--- src/rtl/bus_pkg.sv ---
// Shared definitions for the registered single-master interconnect:
// FSM encoding, the error read-data value and the address-to-slave decode.
package bus_pkg;

    typedef enum logic [1:0] {
        ST_IDLE   = 2'd0,
        ST_ACCESS = 2'd1,
        ST_RESP   = 2'd2
    } bus_state_t;

    localparam int unsigned BUS_ERROR_DATA = 0;
    localparam int unsigned SLAVE_IDX_W    = 4;

    typedef struct packed {
        logic                   mapped;
        logic [SLAVE_IDX_W-1:0] idx;
    } slave_sel_t;

    // Index taken from the top sel_bits of the address; anything at or above
    // num_slaves (including selectors wider than the index field) is unmapped.
    function automatic slave_sel_t slave_decode(input logic [63:0] addr,
                                                input int          addr_width,
                                                input int          sel_bits,
                                                input int          num_slaves);
        slave_sel_t  sel;
        logic [63:0] full_idx;
        full_idx   = (addr >> (addr_width - sel_bits)) & ((64'd1 << sel_bits) - 64'd1);
        sel.mapped = full_idx < 64'(num_slaves);
        sel.idx    = full_idx[SLAVE_IDX_W-1:0];
        return sel;
    endfunction

endpackage

--- src/rtl/bus_timeout_counter.sv ---
// Slave-response watchdog: counts enabled cycles, expired is high combinationally
// in the TIMEOUT_CYCLES-th enabled cycle; saturates, never wraps.
module bus_timeout_counter #(
    parameter int TIMEOUT_CYCLES = 255
) (
    input  logic clk,
    input  logic reset,
    input  logic clear,
    input  logic enable,
    output logic expired
);
    localparam int CW = $clog2(TIMEOUT_CYCLES + 1);

    logic [CW-1:0] cnt_q, cnt_d;

    always_comb begin
        cnt_d = cnt_q;
        if (clear) begin
            cnt_d = '0;
        end else if (enable && (cnt_q != CW'(TIMEOUT_CYCLES))) begin
            cnt_d = cnt_q + CW'(1);
        end
    end

    always_ff @(posedge clk) begin
        if (!reset) begin
            cnt_q <= '0;
        end else begin
            cnt_q <= cnt_d;
        end
    end

    // The increment on this edge would reach the limit.
    assign expired = enable && (cnt_q == CW'(TIMEOUT_CYCLES - 1));

endmodule

--- src/rtl/bus_interconnect.sv ---
// Registered single-master to N-slave bus: request latched in IDLE, strobe held in ACCESS,
// one-cycle response pulse; minimum 2-cycle latency, error on unmapped/conflict/timeout.
module bus_interconnect
    import bus_pkg::*;
#(
    parameter int NUM_SLAVES     = 4,
    parameter int ADDR_WIDTH     = 32,
    parameter int DATA_WIDTH     = 32,
    parameter int SEL_BITS       = 2,
    parameter int TIMEOUT_CYCLES = 255
) (
    input  logic                             clk,
    input  logic                             reset,
    input  logic                             read,
    input  logic                             write,
    input  logic [ADDR_WIDTH-1:0]            address,
    input  logic [DATA_WIDTH-1:0]            write_data,
    output logic [DATA_WIDTH-1:0]            read_data,
    output logic                             response,
    output logic                             error,
    output logic [NUM_SLAVES-1:0]            slave_read,
    output logic [NUM_SLAVES-1:0]            slave_write,
    output logic [ADDR_WIDTH-1:0]            slave_address,
    output logic [DATA_WIDTH-1:0]            slave_write_data,
    input  logic [NUM_SLAVES*DATA_WIDTH-1:0] slave_read_data,
    input  logic [NUM_SLAVES-1:0]            slave_response
);
    bus_state_t             state_q, state_d;
    logic [ADDR_WIDTH-1:0]  addr_q, addr_d;
    logic [DATA_WIDTH-1:0]  wdata_q, wdata_d;
    logic [DATA_WIDTH-1:0]  rdata_q, rdata_d;
    logic                   op_read_q, op_read_d;
    logic                   err_q, err_d;
    logic [SLAVE_IDX_W-1:0] idx_q, idx_d;

    slave_sel_t             req_sel;
    logic                   sel_resp;
    logic [DATA_WIDTH-1:0]  sel_rdata;
    logic                   tmo_expired;
    logic                   in_access;

    assign req_sel   = slave_decode(64'(address), ADDR_WIDTH, SEL_BITS, NUM_SLAVES);
    assign in_access = (state_q == ST_ACCESS);

    bus_timeout_counter #(
        .TIMEOUT_CYCLES (TIMEOUT_CYCLES)
    ) u_timeout (
        .clk     (clk),
        .reset   (reset),
        .clear   (state_q == ST_IDLE),
        .enable  (in_access),
        .expired (tmo_expired)
    );

    // Only the latched slave's response and data are observed.
    always_comb begin
        sel_resp  = 1'b0;
        sel_rdata = '0;
        for (int i = 0; i < NUM_SLAVES; i++) begin
            if (idx_q == SLAVE_IDX_W'(i)) begin
                sel_resp  = slave_response[i];
                sel_rdata = slave_read_data[i*DATA_WIDTH +: DATA_WIDTH];
            end
        end
    end

    always_comb begin
        slave_read  = '0;
        slave_write = '0;
        for (int i = 0; i < NUM_SLAVES; i++) begin
            if (in_access && (idx_q == SLAVE_IDX_W'(i))) begin
                slave_read[i]  = op_read_q;
                slave_write[i] = !op_read_q;
            end
        end
    end

    always_comb begin
        state_d   = state_q;
        addr_d    = addr_q;
        wdata_d   = wdata_q;
        rdata_d   = rdata_q;
        op_read_d = op_read_q;
        err_d     = err_q;
        idx_d     = idx_q;
        case (state_q)
            ST_IDLE: begin
                if (read || write) begin
                    addr_d    = address;
                    wdata_d   = write_data;
                    op_read_d = read;
                    idx_d     = req_sel.idx;
                    if ((read && write) || !req_sel.mapped) begin
                        state_d = ST_RESP;
                        err_d   = 1'b1;
                        rdata_d = DATA_WIDTH'(BUS_ERROR_DATA);
                    end else begin
                        state_d = ST_ACCESS;
                        err_d   = 1'b0;
                    end
                end
            end
            ST_ACCESS: begin
                // A response arriving on the expiry cycle still wins.
                if (sel_resp) begin
                    state_d = ST_RESP;
                    err_d   = 1'b0;
                    if (op_read_q) begin
                        rdata_d = sel_rdata;
                    end
                end else if (tmo_expired) begin
                    state_d = ST_RESP;
                    err_d   = 1'b1;
                    rdata_d = DATA_WIDTH'(BUS_ERROR_DATA);
                end
            end
            ST_RESP: begin
                state_d = ST_IDLE;
            end
            default: begin
                state_d = ST_IDLE;
            end
        endcase
    end

    always_ff @(posedge clk) begin
        if (!reset) begin
            state_q   <= ST_IDLE;
            addr_q    <= '0;
            wdata_q   <= '0;
            rdata_q   <= '0;
            op_read_q <= 1'b0;
            err_q     <= 1'b0;
            idx_q     <= '0;
        end else begin
            state_q   <= state_d;
            addr_q    <= addr_d;
            wdata_q   <= wdata_d;
            rdata_q   <= rdata_d;
            op_read_q <= op_read_d;
            err_q     <= err_d;
            idx_q     <= idx_d;
        end
    end

    assign read_data        = rdata_q;
    assign response         = (state_q == ST_RESP);
    assign error            = err_q;
    assign slave_address    = addr_q;
    assign slave_write_data = wdata_q;

endmodule
--- config.mk ---
export PLATFORM = sky130hd
export DESIGN_NAME = bus_interconnect
export DESIGN_NICKNAME = d
export VERILOG_FILES = /design/src/rtl/bus_pkg.sv /design/src/rtl/bus_timeout_counter.sv /design/src/rtl/bus_interconnect.sv
export SDC_FILE = /design/constraint.sdc
export NUM_CORES = 1
export LEC_CHECK = 0
export ABC_CLOCK_PERIOD_IN_PS = 2300
export CORE_MARGIN = 3
export CORE_UTILIZATION = 38
export DETAILED_ROUTE_END_ITERATION = 8
export GPL_ROUTABILITY_DRIVEN = 0
export GPL_TIMING_DRIVEN = 0
export PLACE_DENSITY = 0.84
export SLEW_MARGIN = 20
export SYNTH_ARGS = -nofsm -noshare
export SYNTH_HDL_FRONTEND = slang
export SYNTH_SLANG_ARGS = --single-unit
--- constraint.sdc ---
create_clock -name clk -period 2.3 [get_ports clk]
set_input_delay 0.46 -clock clk [delete_from_list [all_inputs] [get_ports clk]]
set_output_delay 0.46 -clock clk [all_outputs]
set_load 0.005 [all_outputs]
== Word level (Yosys, flattened, before mapping) ==
Index checks and enable logic that the tools add are counted.
Operators by class
  reductions and logical operators: 19
  eq/ne operators: 11
  add/sub/neg operators: 1
  shifts and indexed selects: 0
  bitwise logic cells: 1
  div/mod/pow operators: 0
  multiply operators: 0
  magnitude comparators: 1
  muxes and demuxes: 32
Operators by type and width (number)
  32-bit two-way mux: 9
  32-bit one-hot mux with 2 select lines: 1
  1-bit two-way mux: 16
  8-bit by 1-bit adder with 8-bit output, second input constant: 1
  8-bit equality test, second input constant: 1
  2-bit two-way mux: 4
  8-bit inequality test, second input constant: 1
  1-bit logical AND: 7
  2-bit equality test, second input constant: 3
  3-bit inequality test, second input constant: 2
  5-bit AND reduction: 1
  2-bit by 1-bit equality test with 1-bit output, second input constant: 2
  4-bit logical NOT: 1
  2-bit inequality test, second input constant: 2
  2-bit one-hot mux with 2 select lines: 1
  2-bit AND reduction: 2
  2-bit by 3-bit < comparator with 1-bit output, second input constant: 1
  3-bit AND reduction: 1
  1-bit logical NOT: 2
  2-bit logical NOT: 1
  1-bit logical OR: 2
  1-bit one-hot mux with 2 select lines: 1
  2-bit nonzero test: 1
  2-bit OR reduction: 1
  1-bit inverter: 1
Word-level totals
  output and inout bits: 106
  register bits after elaboration: 110
  bits in latches: 0
  memory bits (read-only): 0
  input bits: 200
  RAM bits: 0
  memories: 0

== Longest topological paths before layout ==
Gate-level depths: netlist (run 1).
  word-level depth: 8
  depth in mapped cells: 7

== Hierarchy ==
Synthesis (run 1) repeated with hierarchy kept, for this count alone.
Unflattened totals
  cell total of the unflattened synthesis: 495
  area, all modules: 4946.0 um^2
Modules (own cells, without submodules)
  bus_interconnect: area each 4474.3 um^2, times used 1, cells each 445
  bus_timeout_counter: area each 471.7 um^2, times used 1, cells each 50

== Worst setup path before layout (run 1) ==
Ideal clock, no wire load.
  path kind: input to register
  from: in slave_response[3]
  to: reg rdata_q[0] (netlist: read_data[0])
  required time: 2.228 ns
  buffers on the path: 1
  arrival: 1.782 ns
  slack: 0.446 ns
  cell stages on the path: 5
  cells stage by stage: mux4_2 a311o_1 nand3_2 buf_6 mux2i_1
On the way
  word-level cells in the longest chain between the ends: 3
Ends and longest elaborated chain
  start, declared: RTL line bus_interconnect.sv:26  | input logic [NUM_SLAVES-1:0] slave_response
  1-bit two-way mux *: RTL line bus_interconnect.sv:60  | if (idx_q == SLAVE_IDX_W'(i)) begin
  3-bit inequality test (no line) / 32-bit two-way mux (equally long branches)
  5-bit AND reduction (no line) / 32-bit one-hot mux with 2 select lines (equally long branches)
  end signal, assigned: RTL line bus_interconnect.sv:139  | rdata_q <= rdata_d;
  end, declared: RTL line bus_interconnect.sv:31  | logic [DATA_WIDTH-1:0] rdata_q, rdata_d;
Every way passes the cells marked *; elsewhere a longest branch is shown, timed or not.
A chain may end at the register's enable or synchronous reset.

== Final worst setup path (run 1) ==
  from: reg op_read_q
  to: out slave_write[3]
On the way
  word-level cells in the longest chain between the ends: 2
Ends and longest elaborated chain
  start, declared: RTL line bus_interconnect.sv:32  | logic op_read_q, op_read_d;
  start signal, assigned: RTL line bus_interconnect.sv:140  | op_read_q <= op_read_d;
  1-bit logical NOT: RTL line bus_interconnect.sv:73  | slave_write[i] = !op_read_q;
  1-bit two-way mux: RTL line bus_interconnect.sv:71  | if (in_access && (idx_q == SLAVE_IDX_W'(i))) begin
  end, declared: RTL line bus_interconnect.sv:22  | output logic [NUM_SLAVES-1:0] slave_write,
No other way between the ends.

==> results of run 1 <==
## worst reg2reg max path, delay by kind of cell (launching register included)
family / cells / cell delay [ns]
buffers and inverters: 1 / 0.21
flip-flops: 1 / 0.44
AND/OR/NAND/NOR: 1 / 0.18
multiplexers: 2 / 0.80
AO/OA/AOI/OAI: 1 / 0.38
## layer usage
metal | up-vias | GRT usage (%) | share of wire [%]
li1 | 2497 | - | -
met1 | 2341 | 26.27 | 39
met2 | 185 | 39.62 | 50
met3 | 32 | 7.707 | 8.1
met4 | 0 | 8.193 | 2.6
met5 | - | 0 | 0
## per-stage QoR
step / hold WS [ns] / util (%) / power, mW / instances
after floorplan: 0.4544 / - / 2.752 / 547
after global placement: 0.4440 / 65.06 / 3.526 / 1024
after detailed placement: 0.4515 / 65.06 / 3.544 / 1024
after CTS: 0.4609 / 67.59 / 5.045 / 1040
after global routing: 0.4793 / 67.73 / 5.242 / 1041
final: 0.4570 / 67.73 / 4.996 / 1041
## cell type report
| type | instances | area (µm²) | area share [%] |
|---|---|---|---|
| Tap cell | 172 | 215.2 | 2.478 |
| Clock buffer | 10 | 239.0 | 2.751 |
| Sequential cell | 108 | 2166 | 24.94 |
| Antenna cell | 1 | 2.502 | 0.02881 |
| Timing Repair Buffer | 305 | 3044 | 35.05 |
| Inverter | 4 | 15.01 | 0.1729 |
| Clock inverter | 6 | 45.04 | 0.5186 |
| Buffer | 42 | 230.2 | 2.651 |
| Multi-Input combinational cell | 393 | 2729 | 31.42 |
## cell usage after synthesis
cell type	count	area (µm²)
ha_1	2	25.02
buf_2	6	30.03
or2_2	1	6.260
nor2b_1	3	18.77
a31oi_1	1	6.260
nand2b_1	4	25.02
dfxtp_1	108	2162
inv_1	4	15.01
a22oi_1	1	7.510
a211oi_1	4	30.03
a21bo_2	1	10.01
o21ai_1	2	10.01
nor3_2	1	10.01
buf_1	1	3.750
nand3b_1	2	15.01
nand4_1	1	6.260
and2_1	1	6.260
a2111oi_0	1	8.760
clkbuf_1	32	120.1
and4_1	1	8.760
xnor2_1	6	52.55
mux4_2	33	743.2
and3_1	4	25.02
mux2i_1	32	320.3
o21ai_0	2	10.01
a311oi_1	1	8.760
nor3_1	3	15.01
nand2_1	198	743.2
a311o_1	1	10.01
a21oi_1	5	25.02
nand3_2	1	10.01
nor2_1	15	56.30
a31o_2	1	8.760
or3b_2	1	8.760
buf_6	3	33.78
a21boi_0	64	480.5
## registers in the layout, summed over array words and instances, names as in the netlist
signal,count
read_data,32
slave_address,32
slave_write_data,32
u_timeout.cnt_q,8
state_q,2
error,1
op_read_q,1
## what timing repair did
action	in CTS	in global routing
cloned	0	0
resized for setup	22	4
setup endpoints to repair	8	29
## worst max path at each step
stage,slack [ns],to,from
final,0.08,slave_write[3],op_read_q$_SDFFE_PN0P_
after global placement,-0.54,slave_read[3],slave_address[31]$_SDFFE_PN0P_
after global routing,0.003,slave_write[3],slave_address[31]$_SDFFE_PN0P_
after CTS,0.04,slave_write[3],slave_address[31]$_SDFFE_PN0P_
after floorplan,0.45,read_data[0]$_SDFFE_PN0P_,slave_response[3]
after detailed placement,-0.52,slave_read[3],slave_address[31]$_SDFFE_PN0P_
## logic make-up after synthesis
| group | Yosys count | share of synthesized area [%] |
|---|---|---|
| compound gates | 84 | 12.13 |
| xor+xnor | 6 | 1.035 |
| fa+ha+maj | 2 | 0.4929 |
| buf+inv | 46 | 3.993 |
| flops | 108 | 42.59 |
| mux | 65 | 20.95 |
| simple gates | 236 | 18.81 |
## power by group through the flow
stage / clock [mW] / combinational, mW / sequential [mW]
3_5_place_dp: 0 / 1.42 / 2.12
4_1_cts: 1.52 / 1.44 / 2.08
3_3_place_gp: 0 / 1.41 / 2.11
6_report: 1.49 / 1.43 / 2.08
5_1_grt: 1.59 / 1.55 / 2.10
2_1_floorplan: 0 / 0.625 / 2.13
==> metrics, run 1 <==
status=completed; Post-layout nets=1065; core area=12820 µm²; Std-Cell Rows=between 40 and 50; CTS root buf=clkbuf_16; slowest CP cell=clkdlybuf4s50_1; # DRC=0; worst hold endpoint=read_data[27]$_SDFFE_PN0P_; Crit path max-delay family=simple AND/OR/NAND/NOR gates; Total GRT Usage=22.86%; Syn Inst Count=547; Buf/Inv on CP=1; die area=~15000 µm²; Net Switching=1.364 mW; Starting DRT DRC Count=181; f_max=450.3 MHz; latest clock arrival within the worst-skew pair=0.34 ns; Die W=between 100 and 150 µm; slowest stage delay, CP=about 0.53 ns; max-cap violations=0; Mapped Area=roughly 5100 µm²; Hold Vio Cnt, Final=0; crit start category=flip-flop; combinational power share=28.7%; setup ws final=0.07923 ns; crit path max fanout=5; Reg2Reg Depth=5; PwrDens=575.2 nW/µm²; cts hold-fix bufs=0; post-route cell area=about 8700 µm²; number of global-route vias before repair=4941; Reg clk slew, reported paths=0.07 ns; most frequent cells in the layout=clkdlybuf4s50_1 (298), nand2_1 (198), dfxtp_1 (107); Vias per Instance=4.856; Sw Ratio=27.29%; leak pwr=3.236 nW; WP depth=3; total setup buffers inserted after CTS=0; number of synthesized register bits=108; commonest non-fill, non-tap cell in the layout=clkdlybuf4s50_1; post-synthesis cell type count=36; Die H=121.6 µm; Routed WL=between 15000 and 20000 µm; synth warn=0; Data arrival, critical path=1.76 ns; cts bufs inserted=9; sequential share of the synthesized area=42.59%; critical path capture point type=output pin; Max IR drop VDD=506.9 µV; Via Count=5055; # setup viols final=0; R2R Path Start=slave_address[30]$_SDFFE_PN0P_; HP Class=flip-flop to flip-flop; Sequential Power Share=a little over two fifths; layout cells sized above 1=8.180%; largest net degree at the start of global routing=19; Routed wire per std cell=16.98 µm; IO Port Bufs=305; clock share of power=29.7%; clock sinks=108; Hold Startpoint=read_data[27]$_SDFFE_PN0P_; Post-Syn Nets=749; Max Root-Sink Buffers=2; H-tree depth=3; Post-DP HPWL=14330 µm; Filler Cell Count=1036; worst setup path class=flip-flop to output pin; worst hold stages=2; internal power=3.633 mW; R2R Setup Slk=0.22 ns; total negative setup slack=0 ns; initial core utilization=39.58%; Tightest Pin Transition=0.6680 ns; DP Area=8344 µm²; CP Cell Sequence=or3b_4 -> nor2_1 -> clkdlybuf4s50_1; period utilization=96.56%; pre-CTS setup slack=-0.5226 ns; CP required=approximately 1.8 ns; Clock Skews=~0.0059 ns; first-pass GRT wire length=26300 µm; Area Overhead vs Synth=71.11%; r2r endpoint=read_data[25]$_SDFFE_PN0P_; Slew Limit Headroom=55.47%; initial antenna violation count=1; count of final max-slew check failures=0; min Tclk post-route=2.221 ns; CTS tree=yes; Post-Syn Area per Cell=9.280 µm²; DRT antenna net count=0; drt first pass iters=4; IO Count=roughly 300; RSZ-0062 raised after global routing=false; global route overflow=0
No activity file was read; power rests on OpenSTA's default activity.
==> run 2: changes to the inputs <==
- CORE_ASPECT_RATIO: default -> 1.1
- SETUP_SLACK_MARGIN: default -> 0.2
==> run 2 against run 1 <==
Compared with the run above:
- flip-flop and latch count is the same
- final area up 1.1%
- non-clock buffer count increased by 4
- maximum frequency is 7.4% higher
- setup slack gained 0.15 ns
- power is 1.5% higher
- global-route usage rose by 0.70 points
- register-to-register slack improved by 0.09 ns
- critical path type is now input pin to flip-flop
- critical endpoint is now read_data[7]$_SDFFE_PN0P_
==> metrics, run 2 (synthesized netlist as in run 1, its figures left out) <==
Sw Ratio=27.52% (was 27.29%); max-cap violations=0 (unchanged); r2r endpoint=read_data[7]$_SDFFE_PN0P_ (was read_data[25]$_SDFFE_PN0P_); Inst Count DP=1009 (was 1024); worst hold endpoint=read_data[15]$_SDFFE_PN0P_ (was read_data[27]$_SDFFE_PN0P_); status=completed (unchanged); layout cells sized above 1=9.518% (was 8.180%); PwrDens=577.7 nW/µm² (was 575.2 nW/µm²); Tightest Pin Transition=0.7422 ns (was 0.6680 ns); worst setup path class=input pin to flip-flop (was flip-flop to output pin); Max Root-Sink Buffers=2 (unchanged); crit start category=input pin (was flip-flop); slowest stage delay, CP=0.52 ns (was 0.53 ns); # setup viols final=0 (unchanged); commonest non-fill, non-tap cell in the layout=clkdlybuf4s50_1 (unchanged); global route overflow=0 (unchanged); Reg clk slew, reported paths=0.07 ns (about the same); Reg2Reg Depth=5 (unchanged); WP depth=6 (was 3); Slew Limit Headroom=50.19% (was 55.47%); min Tclk post-route=2.067 ns (was 2.221 ns); leak pwr=3.308 nW (was 3.236 nW); Storage cell area=2168 µm² (was 2166 µm²); slowest CP cell=mux4_2 (was clkdlybuf4s50_1); RSZ-0062 raised after global routing=true (was false); Hold Startpoint=read_data[15]$_SDFFE_PN0P_ (was read_data[27]$_SDFFE_PN0P_); H-tree depth=3 (unchanged); cts bufs inserted=9 (unchanged); f_max=483.8 MHz (was 450.3 MHz); combinational power share=29.4% (was 28.7%); Crit path max-delay family=multiplexers (was simple AND/OR/NAND/NOR gates); IO Count=306 (unchanged); power after layout=5.071 mW (was 4.996 mW); Routed met3 length=1482 µm (was 1437 µm); Sequential Power Share=41.0% (was 41.6%); Std-Cell Rows=43 (was 41); routed wl met2=9248 µm (was 8894 µm); IO Port Bufs=305 (unchanged); Post-DP HPWL=14510 µm (was 14330 µm); most frequent cells in the layout=clkdlybuf4s50_1 (297), nand2_1 (197), dfxtp_1 (105) (was clkdlybuf4s50_1 (298), nand2_1 (198), dfxtp_1 (107)); CP Cell Sequence=clkdlybuf4s50_1 -> mux4_2 -> a311o_1 -> nand3_4 -> buf_8 -> mux2i_1 (was or3b_4 -> nor2_1 -> clkdlybuf4s50_1); largest net degree at the start of global routing=19 (unchanged); Data arrival, critical path=2.34 ns (was 1.76 ns); Die W=116.2 µm (was 121.6 µm); # DRC=0 (unchanged); latest clock arrival within the worst-skew pair=0.35 ns (was 0.34 ns); Routed WL=18080 µm (was 17670 µm); CTS root buf=clkbuf_16 (unchanged); Vias per Instance=4.986 (was 4.856); Routed wire per std cell=17.56 µm (was 16.98 µm); CTS tree=yes (unchanged); clock sinks=108 (unchanged); worst hold stages=2 (unchanged); CP required=2.57 ns (was 1.84 ns); Starting DRT DRC Count=158 (was 181); Area Overhead vs Synth=72.91% (was 71.11%); DR top layer=met5 (was met4); first-pass GRT wire length=26890 µm (was 26300 µm); initial antenna violation count=4 (was 1); period utilization=89.87% (was 96.56%); R2R Path Start=slave_address[30]$_SDFFE_PN0P_ (unchanged); die area=14780 µm² (about the same); initial core utilization=39.48% (was 39.58%); Clock Skews=0.007287 ns (was 0.005943 ns); R2R Setup Slk=0.31 ns (was 0.22 ns); DRT antenna net count=0 (unchanged); Hold Vio Cnt, Final=0 (unchanged); metal1 wirelength=6882 µm (was 6876 µm); area of the multi-input gates=2754 µm² (was 2729 µm²); critical path capture point type=flip-flop (was output pin); Via Count=5136 (was 5055); count of final max-slew check failures=0 (unchanged); Filler Cell Count=1047 (was 1036); internal power=3.675 mW (was 3.633 mW); Die H=127.2 µm (was 121.6 µm); Layout Cells excl Fill=1030 (was 1041); core area=12860 µm² (was 12820 µm²); number of global-route vias before repair=5179 (was 4941); Total GRT Usage=23.55% (was 22.86%); drt first pass iters=4 (unchanged); clock share of power=29.6% (was 29.7%); Post-layout nets=1069 (was 1065); Buf/Inv on CP=2 (was 1); Max IR drop VDD=457.9 µV (was 506.9 µV); Net Switching=1.396 mW (was 1.364 mW); crit path max fanout=10 (was 5); HP Class=flip-flop to flip-flop (unchanged)
## run 2: cell count changes in the layout (fill, tap and decap cells not counted), moves of 2 or more
cell,before,now
clkbuf_1,30,25
buf_8,1,3
clkbuf_2,0,5
nor2_2,2,0
buf_6,4,1
dfxtp_2,0,2
dfxtp_1,107,105
buf_2,5,2
nor2_1,13,15
clkbuf_4,0,2
buf_4,1,5
## run 2: worst max-delay path by stage
stage | slack, ns | endpoint | startpoint
after floorplan | 0.45 | read_data[0]$_SDFFE_PN0P_ | slave_response[3]
after global placement | -0.47 | slave_write[3] | slave_address[31]$_SDFFE_PN0P_
after detailed placement | -0.46 | slave_write[3] | slave_address[31]$_SDFFE_PN0P_
after CTS | 0.05 | slave_write[3] | state_q[0]$_SDFFE_PN0P_
after global routing | 0.19 | read_data[4]$_SDFFE_PN0P_ | slave_response[3]
final | 0.23 | read_data[7]$_SDFFE_PN0P_ | slave_response[3]
## run 2: through the flow
step	area (µm²)	hold slack, ns	worst slack [ns]	TNS, ns	utilization, %
4_1_cts	8706	0.4600	0.05459	0	67.70
6_report	8777	0.4568	0.2330	0	68.26
5_1_grt	8777	0.4817	0.1861	0	68.26
3_3_place_gp	8325	0.4434	-0.4683	-17.74	64.75
3_5_place_dp	8325	0.4503	-0.4623	-20.42	64.75
2_1_floorplan	5076	0.4544	0.4463	0	-
## run 2: worst register-to-register path, cell delays in order, from the launching register on
cell     delay (ns)
dfxtp_2        0.40
mux4_2         0.57
a311o_1        0.41
nand3_4        0.16
buf_8          0.18
mux2i_1        0.21
## run 2: timing repair
item / 4_1_cts / 5_1_grt
hold buffers: 0 / 0
endpoints found under the hold margin: 0 / 0
gates cloned: 0 / 0
gates resized for setup: 32 / 17
setup buffers: 1 / 3
pin swaps: 1 / 2
endpoints found under the setup margin: 98 / 77
## run 2: metal layers
metal  GRT usage, %  vias to the layer above
li1               -                     2503
met1          26.89                     2411
met2          41.58                      185
met3          7.721                       31
met4          6.962                        6
met5              0                        -
## run 2: layout make-up
class,count,area share (%)
antenna,1,0.02851
buffer,42,3.022
clock buffer,10,2.723
clock inverter,6,0.5417
inverter,4,0.1711
multi-input combinational,393,31.38
sequential,108,24.70
tap,157,2.238
timing repair buffer,309,35.20
## run 2: power by group through the flow
stage | Clock (mW) | Combinational, mW | Sequential [mW]
after floorplan | 0 | 0.625 | 2.13
after global placement | 0 | 1.41 | 2.11
after detailed placement | 0 | 1.42 | 2.12
after CTS | 1.52 | 1.46 | 2.08
after global routing | 1.62 | 1.61 | 2.10
final | 1.50 | 1.49 | 2.08
==> run 3: changes to the inputs <==
- CELL_PAD_IN_SITES_DETAIL_PLACEMENT: default -> 1
- CELL_PAD_IN_SITES_GLOBAL_PLACEMENT: default -> 2
- CORE_UTILIZATION: 38 -> 20
- PLACE_DENSITY: 0.84 -> 0.81
- RECOVER_POWER: default -> 100
- SKIP_CTS_REPAIR_TIMING: default -> 1
==> run 3 against run 2 <==
Compared with the run above:
- register-to-register slack improved by 0.02 ns
- via count barely moved
- critical path depth rose by 1
- sequential power barely moved
- hold slack improved by 0.0043 ns
- maximum frequency rose by 1.4%
- clock-buffer cell count did not move
- final cell count rose by 15%
- critical endpoint is now slave_address[31]$_SDFFE_PN0P_
- largest power group unchanged
==> metrics, run 3 (synthesized netlist as in run 1, its figures left out) <==
count of final max-slew check failures=0 (unchanged); f_max=490.7 MHz (was 483.8 MHz); worst setup path class=input pin to flip-flop (unchanged); total negative setup slack=0 ns (unchanged); crit start category=input pin (unchanged); Post-DP HPWL=16790 µm (was 14510 µm); diodes inserted=0 (was 1); Crit path max-delay family=buffers and inverters (was multiplexers); largest net degree at the start of global routing=20 (was 19); Via Count=5137 (was 5136); Slew Limit Headroom=49.95% (was 50.19%); DP Area=8517 µm² (was 8325 µm²); HP Class=flip-flop to flip-flop (unchanged); Die H=173.1 µm (was 127.2 µm); CTS tree=yes (unchanged); layout cells sized above 1=9.540% (was 9.518%); Post-layout nets=1067 (was 1069); Std-Cell Rows=60 (was 43); latest clock arrival within the worst-skew pair=0.36 ns (was 0.35 ns); Area Overhead vs Synth=76.61% (was 72.91%); post-route cell area=8965 µm² (was 8777 µm²); IO Count=306 (unchanged); Starting DRT DRC Count=199 (was 158); RSZ-0062 raised after global routing=true (unchanged); Max Root-Sink Buffers=2 (unchanged); Total GRT Usage=14.80% (was 23.55%); max-cap violations=0 (unchanged); Tightest Pin Transition=0.7456 ns (was 0.7422 ns); first-pass GRT wire length=31240 µm (was 26890 µm); power after layout=5.152 mW (was 5.071 mW); most frequent cells in the layout=clkdlybuf4s50_1 (295), nand2_1 (197), dfxtp_1 (106) (was clkdlybuf4s50_1 (297), nand2_1 (197), dfxtp_1 (105)); min Tclk post-route=2.038 ns (was 2.067 ns); number of global-route vias before repair=5357 (was 5179); Max IR drop VDD=276.7 µV (was 457.9 µV); Die W=157.9 µm (was 116.2 µm); DRT antenna net count=0 (unchanged); period utilization=88.61% (was 89.87%); core area=24700 µm² (was 12860 µm²); Vias per Instance=4.353 (was 4.986); Routed WL=20990 µm (was 18080 µm); initial core utilization=20.55% (was 39.48%); Hold Vio Cnt, Final=0 (unchanged); CTS root buf=clkbuf_16 (unchanged); critical path capture point type=flip-flop (unchanged); commonest non-fill, non-tap cell in the layout=clkdlybuf4s50_1 (unchanged); Hold WS=0.4611 ns (was 0.4568 ns); Data arrival, critical path=2.29 ns (was 2.34 ns); CP required=2.55 ns (was 2.57 ns); cts bufs inserted=9 (unchanged); Reg clk slew, reported paths=0.08 ns (was 0.07 ns); crit path max fanout=10 (unchanged); status=completed (unchanged); Buf/Inv on CP=3 (was 2); H-tree depth=3 (unchanged); IO Port Bufs=305 (unchanged); CP Cell Sequence=dlygate4sd3_1 -> nor2_1 -> nor3_1 -> buf_12 -> clkbuf_2 -> nand2_1 -> a21boi_1 (was clkdlybuf4s50_1 -> mux4_2 -> a311o_1 -> nand3_4 -> buf_8 -> mux2i_1); Routed wire per std cell=17.79 µm (was 17.56 µm); global route overflow=0 (unchanged); slowest CP cell=dlygate4sd3_1 (was mux4_2); # setup viols final=0 (unchanged); slowest stage delay, CP=0.69 ns (was 0.52 ns); clock sinks=108 (unchanged); die area=27330 µm² (was 14780 µm²); initial antenna violation count=1 (was 4); # DRC=0 (unchanged); utilization after layout=36.30% (was 68.26%); Clock Skews=0.01138 ns (was 0.007287 ns); drt first pass iters=4 (unchanged); leak pwr=3.417 nW (was 3.308 nW); PwrDens=574.7 nW/µm² (was 577.7 nW/µm²)
run 3: changes by cell type in the layout (fill, tap and decap cells not counted), moves of 2 or more:
| cell | previous run | this run |
|---|---|---|
| clkbuf_1 | 25 | 20 |
| clkbuf_2 | 5 | 10 |
| nor3_1 | 2 | 4 |
| clkbuf_16 | 11 | 9 |
| dlygate4sd2_1 | 7 | 0 |
| clkdlybuf4s50_1 | 297 | 295 |
| dlymetal6s2s_1 | 1 | 9 |
| buf_4 | 5 | 3 |
| buf_12 | 1 | 3 |
| inv_8 | 0 | 2 |
run 3: area by class of cell:
| type | instances | area (µm²) |
|---|---|---|
| fill | 2833 | 15730 |
| timing repair buffer | 308 | 3110 |
| multi-input combinational | 393 | 2738 |
| sequential | 108 | 2167 |
| tap | 310 | 387.9 |
| buffer | 41 | 261.5 |
| clock buffer | 10 | 229.0 |
| clock inverter | 6 | 56.30 |
| inverter | 4 | 15.01 |
run 3: path summary, 6_finish.rpt:
path | startpoint | endpoint | slack [ns] | cells after the start
max | read | slave_address[31]$_SDFFE_PN0P_ | 0.26 | 7
min | read_data[4]$_SDFFE_PN0P_ | read_data[4]$_SDFFE_PN0P_ | 0.46 | 2
max reg2reg | slave_address[30]$_SDFFE_PN0P_ | read_data[14]$_SDFFE_PN0P_ | 0.33 | 5
min reg2reg | read_data[4]$_SDFFE_PN0P_ | read_data[4]$_SDFFE_PN0P_ | 0.46 | 2
run 3: worst register-to-register path: stages (launching register included):
cell and delay [ns]:
dfxtp_2 0.40, mux4_2 0.59, a311o_1 0.35, nand3_4 0.16, buf_8 0.19, mux2i_1 0.20
run 3: per-layer routing:
layer  routed length (µm)  GRT usage [%]  part of all wire (%)  up-vias
met4                  212          3.183                   1.0        2
met1                 8677          17.83                    41     2478
met5                   13              0                 0.062        -
met3                 1308          3.755                   6.2       14
met2                10780          26.32                    51      148
li1                     -              -                     -     2495
run 3: where the power goes:
part	switching (mW)	internal, mW
clock network	0.789	0.761
registers	0.0752	2.01
logic	0.627	0.893
run 3: through the flow:
stage               setup WS [ns]  std cells
floorplan                  0.4463        547
global placement          -0.6252       1162
detailed placement        -0.6775       1162
CTS                        -1.078       1178
global route              0.09811       1180
finish                     0.2621       1180
